--- src/rtl/key_conditioner.sv ---
// Debounces the enter/change pushbuttons and captures the code switches on each
// accepted press, producing single-cycle pulses for the downstream lock FSM.
module key_conditioner #(
  parameter int unsigned DEBOUNCE_CYCLES = 50000,
  parameter int unsigned CNT_W           = 16
) (
  input  logic       Clock,
  input  logic       Resetn,
  input  logic       enter_btn,
  input  logic       change_btn,
  input  logic [3:0] sw,
  output logic       enter,
  output logic       change,
  output logic [3:0] userpass
);

  localparam int unsigned     NumBtn = 2;
  localparam logic [CNT_W-1:0] CntMax = CNT_W'(DEBOUNCE_CYCLES - 1);
  localparam logic [CNT_W-1:0] CntOne = CNT_W'(1);

  typedef enum logic [1:0] {StIdle, StArm, StHeld, StRel} state_e;

  // Two-flop synchronizers, packed as {sw, change_btn, enter_btn}.
  logic [5:0] meta_q, sync_q;

  always_ff @(posedge Clock or negedge Resetn) begin
    if (!Resetn) begin
      meta_q <= '0;
      sync_q <= '0;
    end else begin
      meta_q <= {sw, change_btn, enter_btn};
      sync_q <= meta_q;
    end
  end

  logic [NumBtn-1:0] btn_sync;
  logic [3:0]        sw_sync;

  assign btn_sync = sync_q[1:0];
  assign sw_sync  = sync_q[5:2];

  // Per-button debounce FSMs; index 0 is enter, index 1 is change.
  state_e            state_q [NumBtn];
  state_e            state_d [NumBtn];
  logic [CNT_W-1:0]  cnt_q   [NumBtn];
  logic [CNT_W-1:0]  cnt_d   [NumBtn];
  logic [NumBtn-1:0] fire;

  always_ff @(posedge Clock or negedge Resetn) begin
    if (!Resetn) begin
      for (int i = 0; i < NumBtn; i++) begin
        state_q[i] <= StIdle;
        cnt_q[i]   <= '0;
      end
    end else begin
      for (int i = 0; i < NumBtn; i++) begin
        state_q[i] <= state_d[i];
        cnt_q[i]   <= cnt_d[i];
      end
    end
  end

  always_comb begin
    fire = '0;
    for (int i = 0; i < NumBtn; i++) begin
      state_d[i] = state_q[i];
      cnt_d[i]   = cnt_q[i];
      unique case (state_q[i])
        StIdle: begin
          if (btn_sync[i]) begin
            state_d[i] = StArm;
            cnt_d[i]   = '0;
          end
        end
        StArm: begin
          if (!btn_sync[i]) begin
            state_d[i] = StIdle;
            cnt_d[i]   = '0;
          end else if (cnt_q[i] == CntMax) begin
            state_d[i] = StHeld;
            fire[i]    = 1'b1;
          end else begin
            cnt_d[i] = cnt_q[i] + CntOne;
          end
        end
        StHeld: begin
          if (!btn_sync[i]) begin
            state_d[i] = StRel;
            cnt_d[i]   = '0;
          end
        end
        StRel: begin
          // A re-press during release debounce returns to HELD without a pulse.
          if (btn_sync[i]) begin
            state_d[i] = StHeld;
            cnt_d[i]   = '0;
          end else if (cnt_q[i] == CntMax) begin
            state_d[i] = StIdle;
            cnt_d[i]   = '0;
          end else begin
            cnt_d[i] = cnt_q[i] + CntOne;
          end
        end
        default: begin
          state_d[i] = StIdle;
          cnt_d[i]   = '0;
        end
      endcase
    end
  end

  // Registered outputs; enter wins a same-edge tie and the change pulse is dropped.
  logic       enter_q, enter_d;
  logic       change_q, change_d;
  logic [3:0] userpass_q, userpass_d;

  always_comb begin
    enter_d    = fire[0];
    change_d   = fire[1] & ~fire[0];
    userpass_d = (|fire) ? sw_sync : userpass_q;
  end

  always_ff @(posedge Clock or negedge Resetn) begin
    if (!Resetn) begin
      enter_q    <= 1'b0;
      change_q   <= 1'b0;
      userpass_q <= 4'b0000;
    end else begin
      enter_q    <= enter_d;
      change_q   <= change_d;
      userpass_q <= userpass_d;
    end
  end

  assign enter    = enter_q;
  assign change   = change_q;
  assign userpass = userpass_q;

endmodule
--- config.mk ---
export PLATFORM = sky130hd
export DESIGN_NAME = key_conditioner
export DESIGN_NICKNAME = d
export VERILOG_FILES = /design/src/rtl/key_conditioner.sv
export SDC_FILE = /design/constraint.sdc
export NUM_CORES = 1
export LEC_CHECK = 0
export CAP_MARGIN = 10
export CORE_MARGIN = 3
export CORE_UTILIZATION = 54
export DETAILED_ROUTE_END_ITERATION = 10
export PLACE_DENSITY_LB_ADDON = 0.25
export SYNTH_ARGS = -nofsm -noshare
export SYNTH_HDL_FRONTEND = slang
export SYNTH_SLANG_ARGS = --single-unit
--- constraint.sdc ---
create_clock -name Clock -period 2.2 [get_ports Clock]
set_clock_uncertainty 0.1 [all_clocks]
set_input_delay 0.44 -clock Clock [delete_from_list [all_inputs] [get_ports Clock]]
set_output_delay 0.44 -clock Clock [all_outputs]
set_load 0.01 [all_outputs]
==> results of run 1 <==
sequential cells by signal (all words and copies together) (netlist names), named ones only:
signal    count
cnt_q        32
state_q       2
sync_q        6
change        1
meta_q        6
enter         1
userpass      4
layout by cell type (no fill, tap or decap), types with 4 or more instances in the layout:
cell / netlist / layout
clkbuf_8: 0 / 5
nor2b_1: 4 / 4
nor4_1: 4 / 4
nand4_1: 4 / 4
o21ai_0: 17 / 17
nand2_1: 28 / 28
nand2b_1: 6 / 6
a21oi_1: 10 / 10
nor2_1: 20 / 20
buf_4: 0 / 13
and2_1: 4 / 4
dfrtp_1: 54 / 54
and3_1: 5 / 5
nand3_1: 18 / 18
clkdlybuf4s50_1: 0 / 12
nor3_1: 4 / 4
a22o_1: 7 / 7
a31oi_1: 13 / 13
or3_1: 6 / 6
a21o_1: 5 / 5
inv_1: 9 / 9
power groups by stage:
stage	combinational [mW]	clock [mW]	sequential (mW)
5_1_grt	0.171	0.753	1.04
3_5_place_dp	0.151	0	1.05
4_1_cts	0.151	0.701	1.03
6_report	0.151	0.687	1.03
3_3_place_gp	0.149	0	1.05
2_1_floorplan	0.0854	0	1.05
critical path: cells and delay by family, from the launching register on:
family,cells,cell delay (ps)
buf+inv,1,160
simple gates,3,580
fa+ha+maj,1,210
compound gates,2,510
flops,1,430
per-stage QoR:
stage	instances	instance area (µm²)	hold slack [ps]
2_1_floorplan	288	2820	44.4
3_3_place_gp	371	3080	233
3_5_place_dp	371	3080	238
4_1_cts	379	3200	82.6
5_1_grt	379	3200	90.9
6_report	379	3200	58.2
cell usage after synthesis, types with 5 or more instances:
cell      number  area share (%)
a31oi_1       13             2.9
or3_1          6             1.3
nand2b_1       6             1.3
dfrtp_1       54              48
nand2_1       28             3.7
a21oi_1       10             1.8
nor2_1        20             2.7
buf_2          7             1.2
o21ai_0       17             3.0
a22o_1         7             2.2
nand3_1       18             3.2
inv_1          9             1.2
a21o_1         5             1.3
and3_1         5             1.1
how the worst min path moves through the flow:
stage,startpoint,end,slack [ps],cells past startpoint
detailed placement,meta_q[1],sync_q[1],240,0
global placement,meta_q[1],sync_q[1],230,0
floorplan,Resetn,async pin,40,0
global route,Resetn,cnt_q[15],90,1
CTS,Resetn,cnt_q[15],80,1
finish,Resetn,cnt_q[15],60,1
area by class of cell:
| cell class | instances | area (µm²) | share of cell area, % |
|---|---|---|---|
| clock buffers | 5 | 68.8 | 2.15 |
| clock inverters | 3 | 47.5 | 1.48 |
| inverters | 9 | 33.8 | 1.06 |
| multi-input cells | 214 | 1370 | 42.9 |
| flip-flops and latches | 54 | 1350 | 42.2 |
| well taps | 67 | 83.8 | 2.62 |
| repair buffers | 27 | 243 | 7.58 |
kinds of logic (layout without fill, tap and decap cells):
| family | after synthesis | count (layout) | synth area share, % |
|---|---|---|---|
| and+or+nand+nor | 125 | 125 | 24.9 |
| AOI/OAI and AO/OA | 73 | 73 | 17.7 |
| DFF | 54 | 54 | 48.0 |
| buffers and inverters | 20 | 44 | 3.24 |
| muxes | 7 | 7 | 2.71 |
| xor gates and xnor gates | 6 | 6 | 2.13 |
| adders and majority gates | 3 | 3 | 1.33 |
timing repair:
action                                  in CTS  in global routing
resized for setup                            0                  1
hold buffers                                 0                  0
hold endpoints to repair                     0                  0
endpoints found under the setup margin       0                  3
per-layer routing:
metal	part of all wire (%)	GRT usage, %	vias up
met3	4.8	5.50	4
li1	-	-	1101
met4	0.67	4.37	0
met1	50	29.4	1100
met2	45	31.7	66
met5	0	0	-
==> impl_metrics.toml, run 1 <==
[status]
status = "complete, no violations"

[critical_path]
worst_ep_arrival_time_ps = 2190
r2r_end = "cnt_q[12]"
reg2reg_slack_ps = 140
cp_max_fo = 7
cpMaxStageDelayCell = "dfrtp_1"
crit_chain = "ha_1 > and3_1 > and4_2 > buf_4 > nand3b_1 > a31o_2 > a31oi_1"
critical_path.max_stage_delay_ps = 430
worstPathRequired_ps = 2330
r2r_start = "cnt_q[1]"
startpoint_type = "register"
endpoint = "cnt_q[12]"
crit_start = "cnt_q[1]"
reg2reg_depth = 7
critPathKind = "register to register"
crit_path_end_kind = "register"

[synth]
synthCells = 288
async_flop_share_pct = 100
synth_cell_types = 57
synth.yosys.seq_area_share_pct = 48.0
syn_area_per_cell_um2 = 9.77
yosys_register_bits = 54
yosysWarnings = 0
synthesis.area_mm2 = 0.00282
synth_edf_count = 0
ys.flop_type = "dfrtp_1"
syn_nets = 299

[power]
p_leak_nw = 1.45
power_frac_seq_pct = 55.2
fin_total_pwr_mw = 1.87
sw_frac_of_total_pct = 24.1
p_switching_mw = 0.451
irDropWorstVdd_v = 0.000444
p_comb_share_pct = 8.1
p_int_mw = 1.42
clkPwrFrac_pct = 36.7
p_per_area_mw_per_mm2 = 584

[job]
maxCapViolCount = 0

[timing]
post-route-period-util_pct = 93.6
hold_viol_final = 0
worst_pin_slew_ps = 682
slew_headroom_pct = 54.6
finalCriticalPeriod_ps = 2060
rsz0062_at_grt = "no"
timing.final.ws_setup_ps = 142
setup_viol = 0
setup_tns_ps = 0
slew_violations = 0
max_freq_mhz = 486

[floorplanning]
coreArea_mm2 = 0.00488
die_h_um = 78.2
fp.dieW_um = 78.2
design.die.area_mm2 = 0.00612
std_cell_rows = 25
start_util_pct = 57.7
io_pins = 14

[route]
drc_errors = 0
routed_wl_um = 5680
drt-wirelength-per-cell_um = 15.0
routed_via_density = 5.99
dr.first_iter.drc_count = 233
route.vias.total = 2271
firstDrtPassIters = 5
ant_nets = 0

[global_route]
grt_start_max_net_pins = 31
antenna_found_initial = 0
grt_use_total_pct = 20.6
grt-ovfl-total = 0
grt_pass1_wl_um = 10100
grt_pass1_vias = 2149

[clock_tree]
cts_max_path_buffers = 2
htreeDepth = 2
clkTransAtPathRegs_ps = 100
clock_latency_ps = 310
cts_num_sinks = 54
cts_setup_buffers = 0
cts_made_buffers = 5
ctsRootBufferMaster = "clkbuf_8"
tritoncts = "built"

[cells_and_area]
syn2layout_area_growth_pct = 13.7
final_net_count = 322
utilization_pct = 65.6
layout-drive-gt1-share_pct = 14.4
fill_cells = 409
antenna_cells = 0

[placed_design]
io_buffers = 13
place_hpwl_um = 3980
place_ws_ps = 110
place_congestion = 0.855

[min_path]
hold_path.class = "primary input to async pin"
(Power assumes the default switching activity.)
==> run 2: changes to the inputs <==
--- a/config.mk
+++ b/config.mk
@@ -5,6 +5,7 @@
 export SDC_FILE = /design/constraint.sdc
 export NUM_CORES = 1
 export LEC_CHECK = 0
+export ABC_CLOCK_PERIOD_IN_PS = 2200
 export CAP_MARGIN = 10
 export CORE_MARGIN = 3
 export CORE_UTILIZATION = 54
==> results of run 2 <==
Same layout as run 1: the final DEF is identical, and so are final timing and power.
==> run 3: changes to the inputs <==
--- a/config.mk
+++ b/config.mk
@@ -5,12 +5,13 @@
 export SDC_FILE = /design/constraint.sdc
 export NUM_CORES = 1
 export LEC_CHECK = 0
-export ABC_CLOCK_PERIOD_IN_PS = 2200
+export ABC_CLOCK_PERIOD_IN_PS = 1800
 export CAP_MARGIN = 10
 export CORE_MARGIN = 3
 export CORE_UTILIZATION = 54
 export DETAILED_ROUTE_END_ITERATION = 10
-export PLACE_DENSITY_LB_ADDON = 0.25
+export HOLD_SLACK_MARGIN = 0.02
+export PLACE_DENSITY = 0.72
 export SYNTH_ARGS = -nofsm -noshare
 export SYNTH_HDL_FRONTEND = slang
 export SYNTH_SLANG_ARGS = --single-unit
==> constraint.sdc (replaced) <==
create_clock -name Clock -period 1.8 [get_ports Clock]
set_clock_uncertainty 0.1 [all_clocks]
set_input_delay 0.36 -clock Clock [delete_from_list [all_inputs] [get_ports Clock]]
set_output_delay 0.36 -clock Clock [all_outputs]
set_load 0.01 [all_outputs]
==> run 3 against run 2 <==
  * The flow now finishes with violations (negative setup slack)
  * Critical path depth unchanged
  * Wire length increased by 21%
  * Via count up 14%
  * Flip-flop and latch count stayed put
  * Cell area rose by 17%
  * Worst hold slack gained 200 ps
  * Critical path type unchanged
  * Largest cell class unchanged
  * Highest routed layer unchanged
==> impl_metrics.toml, run 3 (synthesis results as in run 1) <==
[global_route]
grt_pass1_wl_um = 11400
grt_pass1_vias = 2457
grt_use_total_pct = 23.3
grt_start_max_net_pins = 27
grt-ovfl-total = 0
antenna_found_initial = 0

[floorplanning]
io_pins = 14
coreArea_mm2 = 0.00488
std_cell_rows = 25
fp.dieW_um = 78.2
start_util_pct = 57.7
die_h_um = 78.2
design.die.area_mm2 = 0.00612

[timing]
max_freq_mhz = 522
post-route-period-util_pct = 106
hold_viol_final = 0
worst_pin_slew_ps = 545
finalCriticalPeriod_ps = 1920
rsz0062_at_grt = "yes"
timing.final.ws_setup_ps = -117
slew_violations = 0
setup_tns_ps = -1310
slew_headroom_pct = 63.6
setup_viol = 21

[critical_path]
r2r_start = "cnt_q[1]"
crit_start = "cnt_q[1]"
worstPathRequired_ps = 1950
crit_path_end_kind = "register"
cp_max_fo = 6
worst_ep_arrival_time_ps = 2070
startpoint_type = "register"
critPathKind = "register to register"

[cells_and_area]
regMostFlops = "cnt_q"
syn2layout_area_growth_pct = 33.3
layout-drive-gt1-share_pct = 32.9
utilization_pct = 76.9
antenna_cells = 0
final_cell_mix = "58 x buf_4, 54 x dfrtp_1, 27 x nand2_1"
largestRegisters = "cnt_q (32), meta_q (6), sync_q (6)"
final_net_count = 375
final_common_cell = "buf_4"
largest_reg_flops = 32
design_area_mm2 = 0.00375

[placed_design]
place_hpwl_um = 4680
io_buffers = 13
place_congestion = 0.903
place_ws_ps = -138
placed_area_mm2 = 0.00343

[clock_tree]
clock_latency_ps = 320
tritoncts = "built"
cts_made_buffers = 5
clkTransAtPathRegs_ps = 110
cts_max_path_buffers = 2
htreeDepth = 2
cts_num_sinks = 54
ctsRootBufferMaster = "clkbuf_8"

[route]
drc_errors = 0
routed_via_density = 6.00
ant_nets = 0
route.vias.total = 2592
firstDrtPassIters = 7
routed_wl_um = 6860
drt-wirelength-per-cell_um = 15.9
dr.first_iter.drc_count = 207

[power]
p_leak_nw = 1.74
irDropWorstVdd_v = 0.000614
p_per_area_mw_per_mm2 = 591

[min_path]
hp-start = "meta_q[3]"
hold_path.class = "register to register"

[job]
maxCapViolCount = 0

[status]
status = "finished with violations"
violations = "negative setup slack"
## run 3: timing repair
item	in CTS	in global routing
setup endpoints to repair	27	36
hold buffers	1	0
gates cloned	1	0
endpoints found under the hold margin	16	0
pin swaps	2	15
resized for setup	15	27
setup buffers	4	3
## run 3: routing by layer
layer  GRT usage [%]  share of wire (%)  routed length (µm)  vias up
met1            31.1                 44                3040     1276
met3            4.82                5.6                 386       21
li1                -                  -                   -     1205
met4            8.39                2.6                 175        0
met2            37.8                 47                3260       90
met5               0                  0                   0        -
## run 3: cell type report
cell class	instances	area (µm²)
well taps	67	83.8
inverters	9	33.8
clock inverters	3	25.0
fillers	343	1130
repair buffers	80	669
flip-flops and latches	54	1350
multi-input cells	214	1520
clock buffers	5	68.8
## run 3: power by group
part / switching [mW] / total [mW] / internal (mW)
clock network: 0.424 / 0.705 / 0.282
registers: 0.0177 / 1.26 / 1.24
logic: 0.141 / 0.256 / 0.115
total: 0.582 / 2.22 / 1.64
## run 3: final timing paths
kind,endpoint,cells past startpoint,slack [ps]
max in group asynchronous,cnt_q[18],3,650
max,cnt_q[14],7,-120
min reg2reg,sync_q[3],0,260
max reg2reg,cnt_q[14],7,-120
min,sync_q[3],0,260
min in group asynchronous,cnt_q[15],2,400
## run 3: critical path, stage by stage (launching register included)
cell	delay [ps]
dfrtp_1	400
ha_2	200
and3_4	190
and4_4	160
buf_6	140
or2_4	260
or3_4	340
o211ai_2	60
## run 3: per-stage QoR
| step | std cells | hold WS [ps] | total power, mW |
|---|---|---|---|
| final | 432 | 256 | 2.22 |
| after global placement | 416 | 227 | 1.49 |
| after floorplan | 288 | -35.6 | 1.39 |
| after global routing | 432 | 266 | 2.31 |
| after CTS | 430 | 258 | 2.22 |
| after detailed placement | 416 | 225 | 1.50 |
